**src/rtl/arb8_ctl.sv**
```systemverilog
// -----------------------------------------------------------------------------
// arb8_ctl
//
// Purpose:
//    Eight-client arbiter for one shared resource. Each cycle it forms the
//    eligible set (requests not blocked by the timeout mask) and picks one
//    winner. The winner holds a registered one-hot grant while it keeps
//    requesting. A grant is revoked when the hold counter reaches MAX_HOLD.
//    Every release or revoke is followed by exactly one idle turnaround cycle.
//
// Configuration:
//    ARB8_RR_EN  - when defined, round-robin arbitration. The search starts
//                  just below the last granted index and wraps.
//                  When undefined, fixed priority applies: 7 > 6 > ... > 0.
//
// Parameters:
//    MAX_HOLD    - maximum consecutive grant cycles (0..255, 0 = no timeout)
//
// Ports:
//    clk         - clock, rising edge
//    rst         - asynchronous active-high reset
//    req[7:0]    - level-sensitive request lines, bit i = client i
//    gnt[7:0]    - registered one-hot grant
//    gnt_id[2:0] - index of granted client, 0 when no grant
//    gnt_v       - high while a grant is held
// -----------------------------------------------------------------------------
module arb8_ctl #(
   parameter int unsigned MAX_HOLD = 15
) (
   input  logic       clk,
   input  logic       rst,
   input  logic [7:0] req,
   output logic [7:0] gnt,
   output logic [2:0] gnt_id,
   output logic       gnt_v
);

   localparam logic [7:0] LP_MAX_HOLD = 8'(MAX_HOLD);

   typedef enum logic [1:0] {
      ST_IDLE,
      ST_GRANT,
      ST_GAP
   } state_t;

   state_t     r_state;
   logic [7:0] r_gnt;
   logic [2:0] r_gnt_id;
   logic       r_gnt_v;
   logic [7:0] r_hcnt;
   logic [7:0] r_mask;
`ifdef ARB8_RR_EN
   logic [2:0] r_last;
`endif

   logic [7:0] w_elig;
   logic       w_win_found;
   logic [2:0] w_win_id;
   logic [2:0] w_idx;
   logic       w_owner_req;
   logic       w_timeout;

   assign w_elig      = req & ~r_mask;
   assign w_owner_req = req[r_gnt_id];
   assign w_timeout   = (LP_MAX_HOLD != '0) && (r_hcnt == LP_MAX_HOLD);

   // Winner selection. The scan runs upward from the reference index. A later
   // hit overwrites an earlier one, so the index just below the reference has
   // the highest priority. The reference is r_last for round-robin and 0 for
   // fixed priority. With reference 0 the scan gives plain 7 > ... > 0.
   always_comb begin
      w_win_found = |w_elig;
      w_win_id    = '0;
      w_idx       = '0;
      for (int unsigned k = 0; k < 8; k++) begin
`ifdef ARB8_RR_EN
         w_idx = r_last + 3'(k);
`else
         w_idx = 3'(k);
`endif
         if (w_elig[w_idx]) begin
            w_win_id = w_idx;
         end
      end
   end

   always_ff @(posedge clk or posedge rst) begin
      if (rst) begin
         r_state  <= ST_IDLE;
         r_gnt    <= '0;
         r_gnt_id <= '0;
         r_gnt_v  <= 1'b0;
         r_hcnt   <= '0;
         r_mask   <= '0;
`ifdef ARB8_RR_EN
         r_last   <= '0;
`endif
      end else begin
         // A mask bit stays set only while its client keeps requesting.
         // A timeout sets its bit below. The timeout needs req high, so the
         // set and the clear never act on the same bit.
         r_mask <= r_mask & req;

         case (r_state)
            ST_IDLE, ST_GAP: begin
               if (w_win_found) begin
                  r_state  <= ST_GRANT;
                  r_gnt    <= 8'(1) << w_win_id;
                  r_gnt_id <= w_win_id;
                  r_gnt_v  <= 1'b1;
                  r_hcnt   <= 8'd1;
`ifdef ARB8_RR_EN
                  r_last   <= w_win_id;
`endif
               end else begin
                  r_state  <= ST_IDLE;
                  r_gnt    <= '0;
                  r_gnt_id <= '0;
                  r_gnt_v  <= 1'b0;
                  r_hcnt   <= '0;
               end
            end

            ST_GRANT: begin
               if (!w_owner_req) begin
                  r_state  <= ST_GAP;
                  r_gnt    <= '0;
                  r_gnt_id <= '0;
                  r_gnt_v  <= 1'b0;
                  r_hcnt   <= '0;
               end else if (w_timeout) begin
                  r_state  <= ST_GAP;
                  r_gnt    <= '0;
                  r_gnt_id <= '0;
                  r_gnt_v  <= 1'b0;
                  r_hcnt   <= '0;
                  r_mask   <= (r_mask & req) | (8'(1) << r_gnt_id);
               end else begin
                  // Saturating count. Only MAX_HOLD = 0 holds long enough to
                  // reach 255, and that setting ignores the count.
                  if (r_hcnt != 8'hFF) begin
                     r_hcnt <= r_hcnt + 8'd1;
                  end
               end
            end

            default: begin
               r_state  <= ST_IDLE;
               r_gnt    <= '0;
               r_gnt_id <= '0;
               r_gnt_v  <= 1'b0;
               r_hcnt   <= '0;
            end
         endcase
      end
   end

   assign gnt    = r_gnt;
   assign gnt_id = r_gnt_id;
   assign gnt_v  = r_gnt_v;

endmodule

```
**config.mk**
```make
export PLATFORM = sky130hd
export DESIGN_NAME = arb8_ctl
export DESIGN_NICKNAME = d
export VERILOG_FILES = /design/src/rtl/arb8_ctl.sv
export SDC_FILE = /design/constraint.sdc
export NUM_CORES = 1
export LEC_CHECK = 0
export CORE_MARGIN = 5
export CORE_UTILIZATION = 35
export DETAILED_ROUTE_END_ITERATION = 12
export SYNTH_ARGS = -nofsm -noshare
export SYNTH_HDL_FRONTEND = slang
export SYNTH_SLANG_ARGS = --single-unit
```
**constraint.sdc**
```tcl
create_clock -name clk -period 2.28 [get_ports clk]
set_input_delay 0.456 -clock clk [delete_from_list [all_inputs] [get_ports clk]]
set_output_delay 0.456 -clock clk [all_outputs]
set_load 0.05 [all_outputs]
```
After elaboration in Yosys (flattened, before gate mapping)
Cells that the tools add are included.
{"block": "op_classes", "magnitude_cmp": 1, "bitwise_logic": 4, "shift": 2, "n_reduce_logical": 3, "n_eq_ne": 6, "add_sub_neg": 1, "muxes": 33}
{"op": "$mux W8", "count": 9}
{"op": "$pmux W8 S2", "count": 2}
{"op": "$mux W3", "count": 8}
{"op": "$and A8 B8 Y8", "count": 2}
{"op": "$shl A1 B3 Y8 const A", "count": 2}
{"op": "$add A8 B1 Y8 const B", "count": 1}
{"op": "$eq A8 B4 Y1 const B", "count": 1}
{"op": "$ne A8 B8 Y1 const B", "count": 1}
{"op": "$not A8 Y8", "count": 1}
{"op": "$or A8 B8 Y8", "count": 1}
{"op": "$reduce_or A8 Y1", "count": 1}
{"op": "$mux W1", "count": 7}
{"op": "$mux W2", "count": 3}
{"op": "$pmux W3 S2", "count": 1}
{"op": "$lt A3 B4 Y1 const B", "count": 1}
{"op": "$ne A4 B4 Y1 const B", "count": 1}
{"op": "$pmux W2 S2", "count": 1}
{"op": "$bmux W1 S3", "count": 1}
{"op": "$ne A3 B3 Y1 const B", "count": 1}
{"op": "$eq A2 B1 Y1 const B", "count": 1}
{"op": "$eq A2 B2 Y1 const B", "count": 1}
{"op": "$logic_not A2 Y1", "count": 1}
{"op": "$pmux W1 S2", "count": 1}
{"op": "$reduce_or A2 Y1", "count": 1}
{"block": "word_totals", "inputBits": 10, "reg_bits": 30}

Depth between registers and ports, before layout
Gate-level depths: netlist of the first run.
{"block": "depth", "ltp_word": 12, "ltp_mapped": 6}

Worst setup path after synthesis of the first run
Ideal clock, no wire load.
{"block": "synth_path", "path_type": "register to register", "start": "reg r_gnt_id[1] (netlist: gnt_id[1])", "end": "reg r_hcnt[3]", "slack_ns": 0.265, "arrival_ns": 1.926, "required_time_ns": 2.191, "period_less_slack_ns": 2.015, "path_buffers": 2, "path_stages_with_launch": 7, "path_cell_list": "dfrtp_1 buf_6 mux2i_1 mux4_2 or2_1 buf_6 a211oi_4"}
{"block": "synth_via", "elab_chain_len": 4, "elab_cells_between_ends": 5}
{"element": "start: declaration", "line_no": "48", "text": "logic [2:0] r_gnt_id;"}
{"element": "start signal: assignment", "line_no": "109", "text": "r_gnt_id <= w_win_id;"}
{"element": "$bmux W1 S3 (*)", "line_no": "64", "text": "assign w_owner_req = req[r_gnt_id];"}
{"element": "$mux W1 (not written as such) (*)", "line_no": "64"}
{"element": "$mux W8", "line_no": "125", "text": "if (!w_owner_req) begin"}
{"element": "$pmux W8 S2", "line_no": "104", "text": "case (r_state)"}
{"element": "end signal: assignment", "line_no": "142", "text": "r_hcnt <= r_hcnt + 8'd1;"}
{"element": "end: declaration", "line_no": "50", "text": "logic [7:0] r_hcnt;"}
Every way passes the cells marked *; elsewhere a longest branch is shown, timed or not. The select of a mux whose other input is x is not followed.
A chain may end at the register's enable or synchronous reset.

Final worst setup path of the first run
{"block": "layout_path", "start": "reg r_gnt_id[0] (netlist: gnt_id[0])", "end": "out gnt_id[0]"}
{"element": "end: declaration", "line_no": "34", "text": "output logic [2:0] gnt_id,"}
No word-level cell between the ends.

==> impl_results.md, run 1 <==
* Maximum Capacitance Violations at 0
* Largest net degree at the start of global routing at 31
* H-tree depth at 2
* FFs w/ async S/R, synth at 1.00
* Layout cells sized above 1 at 0.128
* Final GP Congestion at 0.760
* Register area share after synthesis at 0.486
* Final wirelength at 3710 um
* Post-CTS Setup Bufs at 0
* Synth warn at 0
* Slew Viols, Final at 0
* Final setup fails at 0
* Synth Cell Area at 1540 um2
* Maximum clock frequency at 482 MHz
* Largest area contributor in the netlist: dfrtp_1
* Global router's overall resource usage at 0.139
* Share of the synthesized area in the top cell type at 0.486
* Vias at ~1.3k
* Remaining Overflow, GRT at 0
* Mapped Nets at 164
* Resize count post-CTS at 0
* Hold Buf Count CTS at 0
* Crit-path slowest cell: clkdlybuf4s50_1
* CTS max path bufs at 2
* HP Class: flop to flop
* CTS sink count at 30
* Worst Max-Slew Pin Slew at 0.563 ns
* DP Area at approximately 1900 um2
* Count of different cell masters after synthesis at 42
* Clock Skew at 0.0111 ns
* Status: finished, final reports clean
* # DRC at 0
* CP startpoint kind: flop
* Cells after Synth at between 150 and 200
* Syn_area_per_cell at 10.1 um2
* Max VDD drop at 0.309 mV
* Area grow syn2layout at 27.6%
* 1st-iter DRT viols at 54
* Crit path largest cell delay at 0.85 ns
* ANT nets after route at 0
* Row cnt at 24
* Most frequent cells after synthesis: dfrtp_1 (30), nand2_1 (15), nor2_1 (14)
* DRT Pass-1 Iters at 4
* Period utilization at 0.910
* Synth Register Bits at 30
* Placed cell count at 232
* Starting density of the core at 0.357
* Crit path kind: flop to output port
* CP Buf/Inv Count at 1
* Cell family with most CP delay: buffers and inverters
* WP data required at 1.82 ns
* Main synth FF type: dfrtp_1
* RSZ-0062 raised after global routing: false
* Final instance area at between 1500 and 2000 um2
* Dpl ws at -0.0425 ns
* Number of synthesized flops with an enable pin at 0
* Post-route insts no fill at between 200 and 250
* Ant diodes at 0
* Cell with the most instances after synthesis: dfrtp_1
* CTS tree: built
* First-pass GRT wire length at between 6000 and 7000 um
* Chip width at 76.4 um
* Worst EP arrival at 1.62 ns
* Crit-path cells: clkdlybuf4s50_1
* Layout Utilization at 0.456
* Period minus WS final at 2.07 ns
* Die Area at slightly below 6000 um2
* Core Region at 4320 um2
* Via density at approximately 5.3
* Fin. Hold Viols at 0
* Die Y at 76.4 um
* Cts bufs inserted at 5
* Tot Pwr at roughly 0.0021 W
* Clock slew at reported path FFs at 0.07 ns
* Wirelength per Cell at 15.5 um
* Port buffer count at 21
* # IOs at 22
* Layout Nets at around 200
* Pwr/cell area at 1080 nW/um2
* Number of global-route vias before repair at 1294
* Cell leakage power at just over 0.8 nW
* Synth top area cells: dfrtp_1 (49%), mux2i_1 (3.9%), nand2_1 (3.6%)
* Worst-Skew Late Latency at 0.29 ns
* Critical Path Fanout Max at 5
* Post-route setup slack at 0.206 ns
* Worst slew margin at 0.623
* Root Buffer: clkbuf_8
* Detailed placer's ending HPWL at 2750 um
* Initial antenna violation count at 0
* CP endpoint kind: output port
[power breakdown]
| part | switching (W) | internal, W |
|---|---|---|
| Combinational | 0.000495 | 0.000326 |
| Clock | 0.000208 | 0.000349 |
| Sequential | 0.000128 | 0.000624 |
[flip-flops by register name, summed over array words and instances, names as in the netlist]
signal   cells
gnt_id       3
gnt_v        1
r_mask       8
gnt          8
r_state      2
r_hcnt       8
[cell usage in the layout (no fill, tap or decap), types with 2 or more instances in the layout]
cell / instances
a21o_1: 3
a21oi_2: 2
a22o_1: 5
a31oi_1: 2
a32o_1: 4
buf_4: 11
clkbuf_8: 6
clkdlybuf4s50_1: 20
dfrtp_1: 30
inv_1: 7
mux2i_1: 6
nand2_1: 15
nand2b_1: 7
nand3_1: 5
nor2_1: 14
nor2b_1: 5
nor3_1: 4
o21ai_0: 10
o22ai_1: 2
o31ai_1: 3
or2_1: 2
or3_1: 3
[layout make-up]
type	instances	area, um2
clock buffer	6	82.6
clock inverter	1	30.0
fill	427	2350
inverter	7	26.3
multi-input combinational	112	733
sequential	30	751
tap	52	65.1
timing repair buffer	31	283
[path summary, 6_finish.rpt]
kind,startpoint,to,slack [ns],depth (start not counted)
worst max-delay path,gnt_id[0]$_DFFE_PP0P_,gnt_id[0],0.21,1
worst min-delay path,gnt_v$_DFFE_PP0P_,gnt_v$_DFFE_PP0P_,0.48,1
worst max register to register,gnt_id[1]$_DFFE_PP0P_,r_hcnt[3]$_DFFE_PP0P_,0.26,4
worst min register to register,gnt_v$_DFFE_PP0P_,gnt_v$_DFFE_PP0P_,0.48,1
max in group asynchronous,rst,r_hcnt[2]$_DFFE_PP0P_,1.45,3
min in group asynchronous,rst,gnt_v$_DFFE_PP0P_,0.54,3
[stage by stage]
step	hold WS [ns]	TNS (ns)
floorplan	0.442	0
global placement	0.459	0
detailed placement	0.470	-0.0805
CTS	0.485	0
global route	0.503	0
finish	0.479	0
[kinds of logic after synthesis]
| family | after synthesis | share of synthesized area |
|---|---|---|
| AOI/OAI and AO/OA | 39 | 0.194 |
| xor gates and xnor gates | 1 | 0.00567 |
| adders and majority gates | 1 | 0.00810 |
| buffers and inverters | 11 | 0.0389 |
| DFF | 30 | 0.486 |
| muxes | 7 | 0.0535 |
| and+or+nand+nor | 64 | 0.213 |
[metal layers]
metal / GRT usage / wire, um
met1: 0.161 / 1600
met3: 0.0532 / 159
met4: 0.0647 / 76
met5: 0 / 0
met2: 0.226 / 1880
Note: power is estimated with default switching activity, not from simulation.
==> inputs of run 2 (changes only) <==
CORE_UTILIZATION = 40   (was 35)
CTS_BUF_LIST = sky130_fd_sc_hd__clkbuf_4 sky130_fd_sc_hd__clkbuf_8   (was unset)
==> run 2 against run 1 <==
Against the previous run:
- global-route usage up 1.4 points
- final cell count decreased by 0.42%
- combinational power hardly changed
- clock power decreased by 25%
- worst setup slack improved by 0.022 ns
- critical path depth increased by 3
- critical path type is now flop to flop
==> impl_results.md, run 2 (same netlist as run 1, synthesis figures left out) <==
* Multi-input gate area at 733 um2
* Period utilization at 0.900
* Maximum Capacitance Violations at 0
* 1st-iter DRT viols at 104
* Critical R2R Launch: gnt_id[1]$_DFFE_PP0P_
* Critical Path Fanout Max at 11
* Worst setup startpoint: gnt_id[1]$_DFFE_PP0P_
* Vias at 1291
* Chip width at 72.1 um
* Worst-Skew Late Latency at between 0.2 and 0.3 ns
* CTS sink count at 30
* R2R Path End: gnt[2]$_DFFE_PP0P_
* # fillers at between 300 and 400
* Area grow syn2layout at 26.9%
* Max VDD drop at 0.401 mV
* Final setup fails at 0
* Initial antenna violation count at 0
* # IOs at 22
* Setup TNS at 0 ns
* Period minus WS final at 2.05 ns
* Final wirelength at 3620 um
* Clock Skew at 0.00345 ns
* CTS max path bufs at 2
* CTS tree: built
* Commonest cells after routing, fill and taps aside: dfrtp_1 (30), clkdlybuf4s50_1 (20), nand2_1 (15), nor2_1 (14), buf_4 (14)
* CP startpoint kind: flop
* Pwr/cell area at 1020 nW/um2
* Core Region at ~3700 um2
* Number of global-route vias before repair at 1351
* Post-CTS Setup Bufs at 0
* Starting density of the core at 0.419
* Critical path endpoint: gnt[2]$_DFFE_PP0P_
* Worst Max-Slew Pin Slew at between 0.5 and 0.6 ns
* Worst EP arrival at 2.22 ns
* Wirelength per Cell at ~15 um
* ANT nets after route at 0
* Slew Viols, Final at 0
* WP data required at 2.45 ns
* Via density at 5.42
* First-pass GRT wire length at 6180 um
* Final GP Congestion at 0.867
* RSZ-0062 raised after global routing: false
* Status: finished, final reports clean
* Largest net degree at the start of global routing at 31
* Die Area at 5200 um2
* Resize count post-CTS at 0
* Layout Nets at 201
* Clock slew at reported path FFs at 0.06 ns
* Ant diodes at 0
* CP endpoint kind: flop
* Layout Utilization at 0.531
* Maximum clock frequency at 487 MHz
* # DRC at 0
* DRT Pass-1 Iters at 4
* Remaining Overflow, GRT at 0
* HP Class: flop to flop
* Worst slew margin at 0.637
* Global router's overall resource usage at 0.153
* Die Y at 72.1 um
* Layout cells sized above 1 at 0.142
* Cell leakage power at 0.830 nW
* Port buffer count at 21
* Final instance area at 1960 um2
* Crit path kind: flop to flop
* Reg-to-reg slack, setup at 0.23 ns
* DP Area at between 1500 and 2000 um2
* Hold Buf Count CTS at 0
* Fin. Hold Viols at 0
* Cts bufs inserted at 5
* Hold Startpoint: gnt_v$_DFFE_PP0P_
* Detailed placer's ending HPWL at 2730 um
* Commonest non-fill, non-tap cell in the layout: dfrtp_1
* Root Buffer: clkbuf_8
* Register area at 751 um2
* Row cnt at 22
* FF-to-FF path depth at 4
* H-tree depth at 2
-- run 2: cell count changes in the layout (fill, tap and decap cells not counted), sizes merged --
cell,change
buf,+3
bufinv,-1
clkbuf,+1
-- run 2: area by class of cell --
class	instances	share of cell area
flip-flops and latches	30	0.383
repair buffers	34	0.156
well taps	48	0.0307
multi-input cells	112	0.374
clock buffers	7	0.0428
inverters	7	0.0134
-- run 2: power by group --
group / internal [W] / switching [W] / total (W)
sequential: 0.000624 / 0.000131 / 0.000755
clock: 0.000233 / 0.000181 / 0.000415
combinational: 0.000329 / 0.000495 / 0.000824
total: 0.00119 / 0.000808 / 0.00199
-- run 2: metrics by stage --
step / cells / hold WS [ns] / power, W / worst slack [ns]
6_report: 238 / 0.479 / 0.00199 / 0.228
5_1_grt: 238 / 0.489 / 0.00212 / 0.0787
4_1_cts: 238 / 0.482 / 0.00201 / 0.219
3_5_place_dp: 231 / 0.469 / 0.00159 / -0.0440
3_3_place_gp: 231 / 0.459 / 0.00158 / 0.0166
2_1_floorplan: 153 / 0.442 / 0.00136 / 0.265
-- run 2: how the worst min path moves through the flow --
stage	to	slack [ns]	cells after the start
finish	gnt_v$_DFFE_PP0P_	0.48	1
global route	r_mask[4]$_DFF_PP0_	0.49	2
CTS	r_mask[4]$_DFF_PP0_	0.48	2
detailed placement	r_mask[4]$_DFF_PP0_	0.47	2
global placement	r_mask[4]$_DFF_PP0_	0.46	2
floorplan	r_mask[4]$_DFF_PP0_	0.44	2
-- run 2: worst max-delay path, cell delays in order, from the launching register on --
cell and delay (ns):
dfrtp_1 0.62, mux2i_1 0.19, mux4_2 0.54, or2_1 0.41
o32ai_1 0.19
-- run 2: routing by layer --
metal	vias to the layer above	wire length, um	global-route usage
li1	625	-	-
met2	30	1820	0.260
met3	8	172	0.0471
met5	-	0	0
met4	0	77	0.0668
met1	628	1540	0.178
==> inputs of run 3 (changes only) <==
CORE_ASPECT_RATIO = 1.5   (was unset)
==> run 3 against run 2 <==
Against the previous run:
- design area shrank 0.51%
- clock power grew 11%
- combinational power grew 0.5%
- fmax shrank 6.6%
- largest cell class unchanged
- via count is essentially flat
- global-route usage grew 1.5 points
- non-clock buffer count shrank 2
- register-to-register slack gained 0.11 ns
==> impl_results.md, run 3 (same netlist as run 1, synthesis figures left out) <==
* Detailed placer's ending HPWL at approximately 2900 um
* Maximum clock frequency at 455 MHz
* Global router's overall resource usage at 0.169
* Hold Buf Count CTS at 0
* Worst EP arrival at about 1.7 ns
* CTS sink count at 30
* Hold Slack at 0.484 ns
* H-tree depth at 2
* CTS max path bufs at 2
* Largest net degree at the start of global routing at 31
* DRT Pass-1 Iters at 4
* Wirelength per Cell at 16.6 um
* Commonest cells after routing, fill and taps aside: dfrtp_1 (30), clkdlybuf4s50_1 (20), nand2_1 (15), nor2_1 (14), buf_4 (12)
* Tot Pwr at 0.00205 W
* Resize count post-CTS at 0
* Worst slew margin at 0.590
* Crit path largest cell delay at between 0.8 and 0.9 ns
* Cell leakage power at 0.827 nW
* Final setup fails at 0
* Remaining Overflow, GRT at 0
* Starting density of the core at 0.415
* Chip width at 60.7 um
* RSZ-0062 raised after global routing: false
* Cts bufs inserted at 5
* Cell family with most CP delay: buffers and inverters
* First-pass GRT wire length at 6600 um
* Critical Path Fanout Max at 12
* Row cnt at 27
* Commonest non-fill, non-tap cell in the layout: dfrtp_1
* # IOs at 22
* Status: finished, final reports clean
* # DRC at 0
* Maximum Capacitance Violations at 0
* Final instance area at roughly 1900 um2
* Max VDD drop at 0.714 mV
* Core Region at between 3000 and 4000 um2
* Clock Skew at between 0.007 and 0.008 ns
* Via density at 5.56
* CTS tree: built
* Worst Max-Slew Pin Slew at between 0.6 and 0.7 ns
* Area grow syn2layout at 26.3%
* WP data required at 1.82 ns
* Die Y at ~86 um
* Layout Nets at 199
* DP Area at 1850 um2
* Post-CTS Setup Bufs at 0
* CP endpoint kind: output port
* CP Buf/Inv Count at 1
* HP Class: flop to flop
* 1st-iter DRT viols at just under 70
* CP startpoint kind: flop
* Die Area at 5230 um2
* Crit-path slowest cell: clkdlybuf4s50_1
* Crit-path cells: clkdlybuf4s50_1
* Worst-Skew Late Latency at 0.29 ns
* Pwr/cell area at 1050 nW/um2
* Root Buffer: clkbuf_8
* Period utilization at 0.963
* Number of global-route vias before repair at 1339
* Vias at 1290
* Port buffer count at 21
* Fin. Hold Viols at 0
* Crit path kind: flop to output port
* Setup TNS at 0 ns
* # fillers at 338
* Final GP Congestion at 0.847
* Ant diodes at 0
* Clock slew at reported path FFs at 0.07 ns
* Layout cells sized above 1 at 0.138
* Slew Viols, Final at 0
* Final wirelength at 3860 um
* Initial antenna violation count at 0
* Layout Utilization at 0.525
* Period minus WS final at ~2.2 ns
* ANT nets after route at 0
==> run 3: cell types whose count changed in the layout (fill, tap and decap cells not counted), sizes merged <==
cell / before / now
buf: 14 / 12
clkinv: 0 / 1
==> run 3: area by class of cell <==
cell class                      instances  area [um2]  area share
Sequential cell                        30         751       0.385
Clock inverter                          1        5.00     0.00257
Inverter                                7        26.3      0.0135
Clock buffer                            7        90.1      0.0462
Multi-Input combinational cell        112         733       0.376
Timing Repair Buffer                   32         290       0.149
Tap cell                               43        53.8      0.0276
==> run 3: metal layers <==
layer  up-vias  global-route usage  wire length [um]  share of wire
met5         -                   0                 0              0
met4         0              0.0592                65          0.017
met3         7              0.0452               181          0.047
met2        31               0.277              2020           0.52
met1       629               0.208              1600           0.41
li1        623                   -                 -              -
==> run 3: report_power, final <==
group / internal [W] / total, W / switching [W]
Combinational: 0.000324 / 0.000828 / 0.000503
Clock: 0.000255 / 0.000460 / 0.000205
Sequential: 0.000624 / 0.000759 / 0.000135
==> run 3: path summary, 6_finish.rpt <==
check	slack, ns	startpoint	end	depth (start not counted)
worst max-delay path	0.08	gnt_id[0]$_DFFE_PP0P_	gnt_id[0]	1
worst min-delay path	0.48	gnt[6]$_DFFE_PP0P_	gnt[6]$_DFFE_PP0P_	1
worst max register to register	0.34	gnt_id[1]$_DFFE_PP0P_	r_hcnt[3]$_DFFE_PP0P_	4
worst min register to register	0.48	gnt[6]$_DFFE_PP0P_	gnt[6]$_DFFE_PP0P_	1
max in group asynchronous	1.45	rst	gnt_id[2]$_DFFE_PP0P_	3
min in group asynchronous	0.54	rst	gnt[1]$_DFFE_PP0P_	3
==> run 3: through the flow <==
stage               setup slack, ns  cells
CTS                          0.0868    232
floorplan                     0.265    153
detailed placement          -0.0317    224
global route                0.00970    232
finish                       0.0836    232
global placement             0.0396    224
